[src/rtl/param_counter.sv]
`default_nettype none
// ============================================================================
//  Module      : param_counter
//  Description : Parameterised up/down counter with an enable-gated prescaler,
//                synchronous load, wrap or saturate behaviour at the limits,
//                a registered terminal-count pulse and a sticky boundary flag.
//  Revision    : 1.0 - initial release
// ============================================================================
module param_counter #(
    parameter int WIDTH    = 4,   // counter width, 2..16
    parameter int DIV      = 1,   // enabled cycles per count tick, 1..256
    parameter int SATURATE = 0    // 0: wrap at limits, 1: hold at limits
) (
    input  logic             clk,
    input  logic             reset_n,
    input  logic             en,
    input  logic             up,
    input  logic             load,
    input  logic [WIDTH-1:0] load_val,
    input  logic             clr_ovf,
    output logic [WIDTH-1:0] count,
    output logic             tc,
    output logic             ovf
);

    // ------------------------------------------------------------------------
    // Constants
    // ------------------------------------------------------------------------
    // A DIV of 1 still gets a one-bit prescaler that simply stays at zero,
    // which makes every enabled cycle a tick without a special case.
    localparam int                    c_ps_width = (DIV > 1) ? $clog2(DIV) : 1;
    localparam logic [c_ps_width-1:0] c_ps_last  = c_ps_width'(DIV - 1);
    localparam logic [c_ps_width-1:0] c_ps_one   = c_ps_width'(1);
    localparam logic [WIDTH-1:0]      c_cnt_max  = {WIDTH{1'b1}};
    localparam logic [WIDTH-1:0]      c_cnt_min  = {WIDTH{1'b0}};
    localparam logic [WIDTH-1:0]      c_cnt_one  = WIDTH'(1);
    localparam logic                  c_sat      = (SATURATE != 0);

    // ------------------------------------------------------------------------
    // Elaboration-time parameter range check
    // ------------------------------------------------------------------------
    generate
        if ((WIDTH < 2) || (WIDTH > 16) || (DIV < 1) || (DIV > 256) ||
            (SATURATE < 0) || (SATURATE > 1)) begin : g_param_check
            $error("param_counter: parameter out of legal range");
        end
    endgenerate

    // ------------------------------------------------------------------------
    // State
    // ------------------------------------------------------------------------
    logic [c_ps_width-1:0] r_prescale;
    logic [WIDTH-1:0]      r_count;
    logic                  r_tc;
    logic                  r_ovf;

    // ------------------------------------------------------------------------
    // Next-state wires
    // ------------------------------------------------------------------------
    logic                  w_tick;
    logic                  w_at_max;
    logic                  w_at_min;
    logic                  w_boundary;
    logic [c_ps_width-1:0] w_prescale_next;
    logic [WIDTH-1:0]      w_count_next;
    logic                  w_ovf_next;

    // Load has priority over counting, so a load cycle never ticks.
    assign w_tick     = en & ~load & (r_prescale == c_ps_last);
    assign w_at_max   = (r_count == c_cnt_max);
    assign w_at_min   = (r_count == c_cnt_min);
    // Boundary event: a tick that tries to step past either limit.
    assign w_boundary = w_tick & (up ? w_at_max : w_at_min);

    // Prescaler: cleared by load, frozen while disabled, returns to 0 on tick.
    always_comb begin
        w_prescale_next = r_prescale;
        if (load) begin
            w_prescale_next = '0;
        end else if (en) begin
            if (w_tick) begin
                w_prescale_next = '0;
            end else begin
                w_prescale_next = r_prescale + c_ps_one;
            end
        end
    end

    // Count: load wins; on a tick step in the sampled direction, holding at the
    // limit in saturate mode and wrapping modulo 2^WIDTH otherwise.
    always_comb begin
        w_count_next = r_count;
        if (load) begin
            w_count_next = load_val;
        end else if (w_tick) begin
            if (up) begin
                if (!(w_at_max && c_sat)) begin
                    w_count_next = r_count + c_cnt_one;
                end
            end else begin
                if (!(w_at_min && c_sat)) begin
                    w_count_next = r_count - c_cnt_one;
                end
            end
        end
    end

    // Sticky flag: a boundary event sets it and beats a simultaneous clear.
    always_comb begin
        w_ovf_next = r_ovf;
        if (w_boundary) begin
            w_ovf_next = 1'b1;
        end else if (clr_ovf) begin
            w_ovf_next = 1'b0;
        end
    end

    // State register with synchronous active-low reset overriding all inputs.
    always_ff @(posedge clk) begin
        if (!reset_n) begin
            r_prescale <= '0;
            r_count    <= '0;
            r_tc       <= 1'b0;
            r_ovf      <= 1'b0;
        end else begin
            r_prescale <= w_prescale_next;
            r_count    <= w_count_next;
            r_tc       <= w_boundary;
            r_ovf      <= w_ovf_next;
        end
    end

    // ------------------------------------------------------------------------
    // Outputs come straight from registers.
    // ------------------------------------------------------------------------
    assign count = r_count;
    assign tc    = r_tc;
    assign ovf   = r_ovf;

endmodule
`default_nettype wire

[config.mk]
export PLATFORM = sky130hd
export DESIGN_NAME = param_counter
export DESIGN_NICKNAME = d
export VERILOG_FILES = /design/src/rtl/param_counter.sv
export SDC_FILE = /design/constraint.sdc
export NUM_CORES = 1
export LEC_CHECK = 0
export ABC_AREA = 1
export CORE_AREA = 2 2 39 41
export CTS_BUF_LIST = sky130_fd_sc_hd__clkbuf_16
export DETAILED_ROUTE_END_ITERATION = 8
export DIE_AREA = 0 0 41 43
export SLEW_MARGIN = 20
export SYNTH_ARGS = -nofsm -noshare
export SYNTH_HDL_FRONTEND = slang
export SYNTH_SLANG_ARGS = --single-unit
[constraint.sdc]
create_clock -name clk -period 1.23 [get_ports clk]
set_clock_uncertainty 0.05 [all_clocks]
set_input_delay 0.246 -clock clk [delete_from_list [all_inputs] [get_ports clk]]
set_output_delay 0.246 -clock clk [all_outputs]
set_load 0.05 [all_outputs]
==> flow_summary_export.csv, run 1 <==
group,metric,value,unit
critical_path,crit_type,"reg -> reg",
finish,fin_cells,100,
place,dp_cells,95,
outcome,status,"finished with violations",
finish,area.sequential,151,sq um
critical_path,end_kind,"register",
route,ant_nets,0,
critical_path,r2r-start,"count[0]",
die,rows,14,
place,io_buffers,15,
global_route,grt_pass1_vias,417,
sta,setup_slack,-0.0220,ns
place,placed_area,732,sq um
finish,final_common_cell,"nand2_1",
finish,mostFrequentLayoutCells,"nand2_1 (13), clkdlybuf4s50_1 (8), inv_1 (7)",
die,initial_core_util,0.310,
clock_tree,clk_latency,0.23,ns
route,via_per_inst,4.59,
place,gp_congestion,0.790,
finish,syn_to_final_growth,89.5,%
critical_path,required,1.31,ns
pwr,p_leak,0.362,nW
global_route,grt_usage,0.148,
finish,num-fill-cells,129,
route,routedWlPerCell,10.5,microns
finish,final_cell_area,813,sq um
min_path,worstHoldPathType,"reg -> reg",
finish,diodes,0,
finish,multi_input_area,275,sq um
global_route,grt_pass1_wl,1.68,mm
min_path,hold_path.startpoint,"r_prescale",
synthesis,netlist_area,429,sq um
sta,slew_headroom,0.836,
synthesis,synthesis.nets,72,
route,vias,459,
pwr,vdd_drop_max,0.967,mV
synthesis,ys_seq_area_frac,0.327,
clock_tree,path_clk_slew,0.04,ns
job,max-cap-violations,0,
critical_path,r2r_slack,-0.02,ns
clock_tree,cts_tree,"yes",
critical_path,crit_arrival,1.33,ns
outcome,violations,"negative setup slack",
synthesis,synth_area_per_cell,7.27,sq um
sta,period_share,1.02,
route,dr.pass1.iters,2,
sta,hold_viol,0,
sta,hold-worst-slack,0.417,ns
sta,fmax,799,MHz
clock_tree,clockBufferDepth,2,
synthesis,synth.distinct_cells,23,
route,route.met2.wl,530,microns
sta,setup_viol,3,
route,route.met3.wl,62,microns
route,top_layer,"met4",
finish,drive_above_1_share,0.357,
clock_tree,cts_buffers,3,
clock_tree,cts_sinks,7,
critical_path,rr_endpoint,"count[2]",
place,dp_hpwl,826,microns
critical_path,critPathLaunchType,"register",
place,dp_worst_setup_slack,-0.674,ns
sta,fin_setup_tns,-0.0433,ns
critical_path,cp_max_fo,2,
min_path,min_to,"r_prescale",
pwr,p_per_area,1340,nW/um^2
route,wl_met1,447,microns
global_route,overflow,0,
sta,rsz0062_at_grt,"yes",
synthesis,synth_seq_cells,7,
global_route,antenna_found_initial,0,
global_route,grt_start_max_net_pins,7,
route,wirelength,1.05,mm
sta,drv_slew,0,
finish,fin_nets,98,
min_path,holdPathStages,2,
die,coreArea,1380,sq um
sta,tightestPinTransition,0.246,ns
pwr,power,1.09,mW
clock_tree,cts-htree-levels,1,
critical_path,worst_r2r_path_depth,6,
die,die_w,41,microns
route,drcViolationCount,0,
route,drt_iter0_drc,1,
die,dieArea,1760,sq um
synthesis,synthCells,59,
die,die_h,43,microns
synthesis,synth_warnings,0,
sta,min_period,1.25,ns
clock_tree,root_buffer,"clkbuf_16",
finish,utilization,0.588,
die,io_pins,16,
power by group:
group | switching [mW] | internal, mW
combinational | 0.139 | 0.141
clock | 0.127 | 0.423
sequential | 0.0189 | 0.242
worst max-delay path, stage by stage (launching register included):
cell,delay [ns]
dfxtp_4,0.34
fa_2,0.37
xor2_1,0.14
nand2_1,0.06
o211ai_1,0.08
nand2_1,0.07
inv_1,0.04
per-layer routing:
| metal | up-vias | GRT usage |
|---|---|---|
| met5 | - | 0 |
| met4 | 0 | 0.0600 |
| met3 | 2 | 0.0942 |
| met2 | 10 | 0.225 |
| met1 | 208 | 0.156 |
| li1 | 239 | - |
cell families after synthesis:
family | after synthesis | share of synthesized area
XOR/XNOR | 2 | 0.0408
adder cells (fa/ha/maj) | 3 | 0.105
AND/OR/NAND/NOR | 31 | 0.344
AO/OA/AOI/OAI | 7 | 0.105
buffers and inverters | 9 | 0.0787
flip-flops | 7 | 0.327
final cells by class:
class                      instances  area share
clock buffer                       3      0.0923
sequential                         7       0.186
timing repair buffer              21       0.308
clock inverter                     1     0.00462
tap                               16      0.0246
multi-input combinational         43       0.338
inverter                           9      0.0462
worst max path at each step:
stage / startpoint / to / slack [ns] / depth (start not counted)
floorplan: count[2] / count[3] / -0.06 / 6
global placement: up / count[3] / -0.67 / 9
detailed placement: up / count[3] / -0.67 / 9
CTS: count[0] / count[2] / -0.03 / 6
global route: count[0] / count[2] / -0.09 / 6
finish: count[0] / count[2] / -0.02 / 6
synthesized netlist by cell type:
cell / instances / area (sq um)
inv_1: 7 / 26.3
nor2_1: 5 / 18.8
o21ai_1: 1 / 5.00
o21ai_0: 2 / 10.0
inv_2: 2 / 7.51
fa_1: 1 / 20.0
a41oi_1: 1 / 8.76
nor2_2: 2 / 12.5
nor3_1: 2 / 10.0
nand3_1: 4 / 20.0
nor4_1: 1 / 6.26
a21oi_1: 1 / 5.00
or2_1: 1 / 6.26
a21oi_2: 1 / 8.76
xnor2_1: 1 / 8.76
dfxtp_1: 7 / 140
ha_1: 2 / 25.0
nand3b_1: 1 / 7.51
xor2_1: 1 / 8.76
nand2_4: 1 / 11.3
o211ai_1: 1 / 7.51
nand2_1: 13 / 48.8
nand2_2: 1 / 6.26
repair_timing:
action / in CTS / in global routing
endpoints found under the setup margin: 4 / 3
gates resized for setup: 4 / 0
endpoints found under the hold margin: 0 / 0
setup buffers: 1 / 0
hold buffers: 0 / 0
pin swaps: 2 / 0
sequential cells by signal (all words and copies together) (netlist names):
| name | cells |
|---|---|
| count | 4 |
| ovf | 1 |
| r_prescale | 1 |
| tc | 1 |
Note: power is estimated with default switching activity, not from simulation.
==> run 2: changes to the inputs <==
--- a/config.mk
+++ b/config.mk
@@ -6,10 +6,10 @@
 export NUM_CORES = 1
 export LEC_CHECK = 0
 export ABC_AREA = 1
-export CORE_AREA = 2 2 39 41
+export CORE_MARGIN = 1
+export CORE_UTILIZATION = 30
 export CTS_BUF_LIST = sky130_fd_sc_hd__clkbuf_16
 export DETAILED_ROUTE_END_ITERATION = 8
-export DIE_AREA = 0 0 41 43
 export SLEW_MARGIN = 20
 export SYNTH_ARGS = -nofsm -noshare
 export SYNTH_HDL_FRONTEND = slang
==> flow_summary_export.csv, run 2 (synthesis gave the netlist of run 1 again) <==
group,metric,value,unit
global_route,grt_pass1_wl,1.85,mm
clock_tree,root_buffer,"clkbuf_16",
route,vias,450,
die,coreArea,1320,sq um
place,gp_congestion,0.804,
finish,fin_nets,102,
sta,period_share,1.02,
sta,setup_slack,-0.0307,ns
critical_path,crit_type,"reg -> reg",
sta,tightestPinTransition,0.238,ns
pwr,vdd_drop_max,0.753,mV
critical_path,worst-path-buf-inv,1,
route,ant_nets,0,
critical_path,r2r-start,"count[0]",
die,initial_core_util,0.326,
sta,hold_viol,0,
sta,slew_headroom,0.840,
clock_tree,cts-htree-levels,1,
die,die_w,39.8,microns
pwr,p_leak,0.381,nW
pwr,p_per_area,1320,nW/um^2
min_path,worstHoldPathType,"reg -> reg",
outcome,status,"finished with violations",
critical_path,worst_r2r_path_depth,6,
min_path,holdPathStages,2,
finish,diodes,0,
finish,drive_above_1_share,0.386,
finish,mostFrequentLayoutCells,"nand2_1 (13), buf_4 (10), clkdlybuf4s50_1 (8)",
die,io_pins,16,
sta,drv_slew,0,
sta,fmax,793,MHz
route,drcViolationCount,0,
clock_tree,clk_latency,0.23,ns
global_route,antenna_found_initial,0,
clock_tree,clockBufferDepth,2,
route,via_per_inst,4.37,
place,dp_hpwl,842,microns
critical_path,cp_max_fo,2,
clock_tree,holdBufCountCts,0,
sta,hold-worst-slack,0.413,ns
global_route,grt_usage,0.190,
global_route,grt_start_max_net_pins,7,
die,dieArea,1590,sq um
critical_path,path_cells,"fa_2 > xor2_1 > nand2_1 > o211ai_1 > nand2_1 > inv_1",
route,dr.pass1.iters,4,
die,die_h,39.8,microns
die,rows,13,
global_route,overflow,0,
critical_path,critical_path_depth,6,
critical_path,startpoint,"count[0]",
finish,largest_reg_flops,4,
critical_path,critPathLaunchType,"register",
sta,fin_setup_tns,-0.0307,ns
critical_path,critical_path.most_common_cell,"nand2_1",
critical_path,crit_arrival,1.34,ns
critical_path,r2r_slack,-0.03,ns
clock_tree,cts_buffers,3,
finish,syn_to_final_growth,96.2,%
critical_path,rr_endpoint,"count[2]",
finish,final_cell_area,842,sq um
route,wirelength,1.07,mm
critical_path,end_kind,"register",
sta,rsz0062_at_grt,"yes",
job,max-cap-violations,0,
critical_path,crit_slowest_cell,"fa_2",
sta,min_period,1.26,ns
route,routedWlPerCell,10.4,microns
clock_tree,path_clk_slew,0.04,ns
finish,final_common_cell,"nand2_1",
place,io_buffers,15,
route,drt_iter0_drc,7,
outcome,violations,"negative setup slack",
sta,setup_viol,1,
critical_path,critical-path-max-stage-delay,0.38,ns
critical_path,critical_path.top_delay_family,"adder cells",
clock_tree,cts_tree,"yes",
clock_tree,cts_sinks,7,
critical_path,required,1.31,ns
critical_path,cp-endpoint,"count[2]",
global_route,grt_pass1_vias,432,
place,placed_area,746,sq um
-- run 2: worst register-to-register path, stage by stage (launching register included) --
cell and delay (ns):
dfxtp_4 0.34, fa_2 0.38, xor2_1 0.15, nand2_1 0.06, o211ai_1 0.08, nand2_1 0.06
inv_1 0.04
-- run 2: repair_timing --
| item | CTS | global route |
|---|---|---|
| endpoints found under the setup margin | 5 | 3 |
| resized for setup | 3 | 1 |
| setup buffers | 1 | 2 |
| pin swaps | 2 | 2 |
-- run 2: metrics by stage --
step	setup WS [ns]	util	instances	power, mW
finish	-0.0307	0.639	103	1.11
global route	-0.0706	0.639	103	1.16
CTS	-0.0344	0.632	101	1.12
detailed placement	-0.650	0.566	96	0.554
global placement	-0.645	0.566	96	0.552
floorplan	-0.0621	-	59	0.409
-- run 2: cell type report --
| cell class | instances | area (sq um) |
|---|---|---|
| sequential | 7 | 151 |
| clock buffer | 3 | 75.1 |
| multi-input combinational | 43 | 275 |
| clock inverter | 1 | 3.75 |
| fill | 113 | 475 |
| tap | 15 | 18.8 |
| inverter | 9 | 37.5 |
| timing repair buffer | 25 | 280 |
-- run 2: metal layers --
metal | track usage | part of all wire
met3 | 0.102 | 0.060
met2 | 0.287 | 0.47
met5 | 0 | 0
met1 | 0.220 | 0.46
met4 | 0.0776 | 0
-- run 2: worst min path at each step --
stage,startpoint,to,slack [ns]
floorplan,en,r_prescale,0.27
global placement,r_prescale,r_prescale,0.41
detailed placement,r_prescale,r_prescale,0.41
CTS,r_prescale,r_prescale,0.41
global route,r_prescale,r_prescale,0.42
finish,r_prescale,r_prescale,0.41
-- run 2: power breakdown --
| part | internal (mW) | switching, mW |
|---|---|---|
| logic | 0.155 | 0.147 |
| registers | 0.242 | 0.0152 |
| clock network | 0.423 | 0.127 |
==> run 3: changes to the inputs <==
--- a/config.mk
+++ b/config.mk
@@ -6,6 +6,7 @@
 export NUM_CORES = 1
 export LEC_CHECK = 0
 export ABC_AREA = 1
+export ABC_CLOCK_PERIOD_IN_PS = 1230
 export CORE_MARGIN = 1
 export CORE_UTILIZATION = 30
 export CTS_BUF_LIST = sky130_fd_sc_hd__clkbuf_16
==> results of run 3 <==
Same layout as run 2: the final DEF is identical, and so are final timing and power.
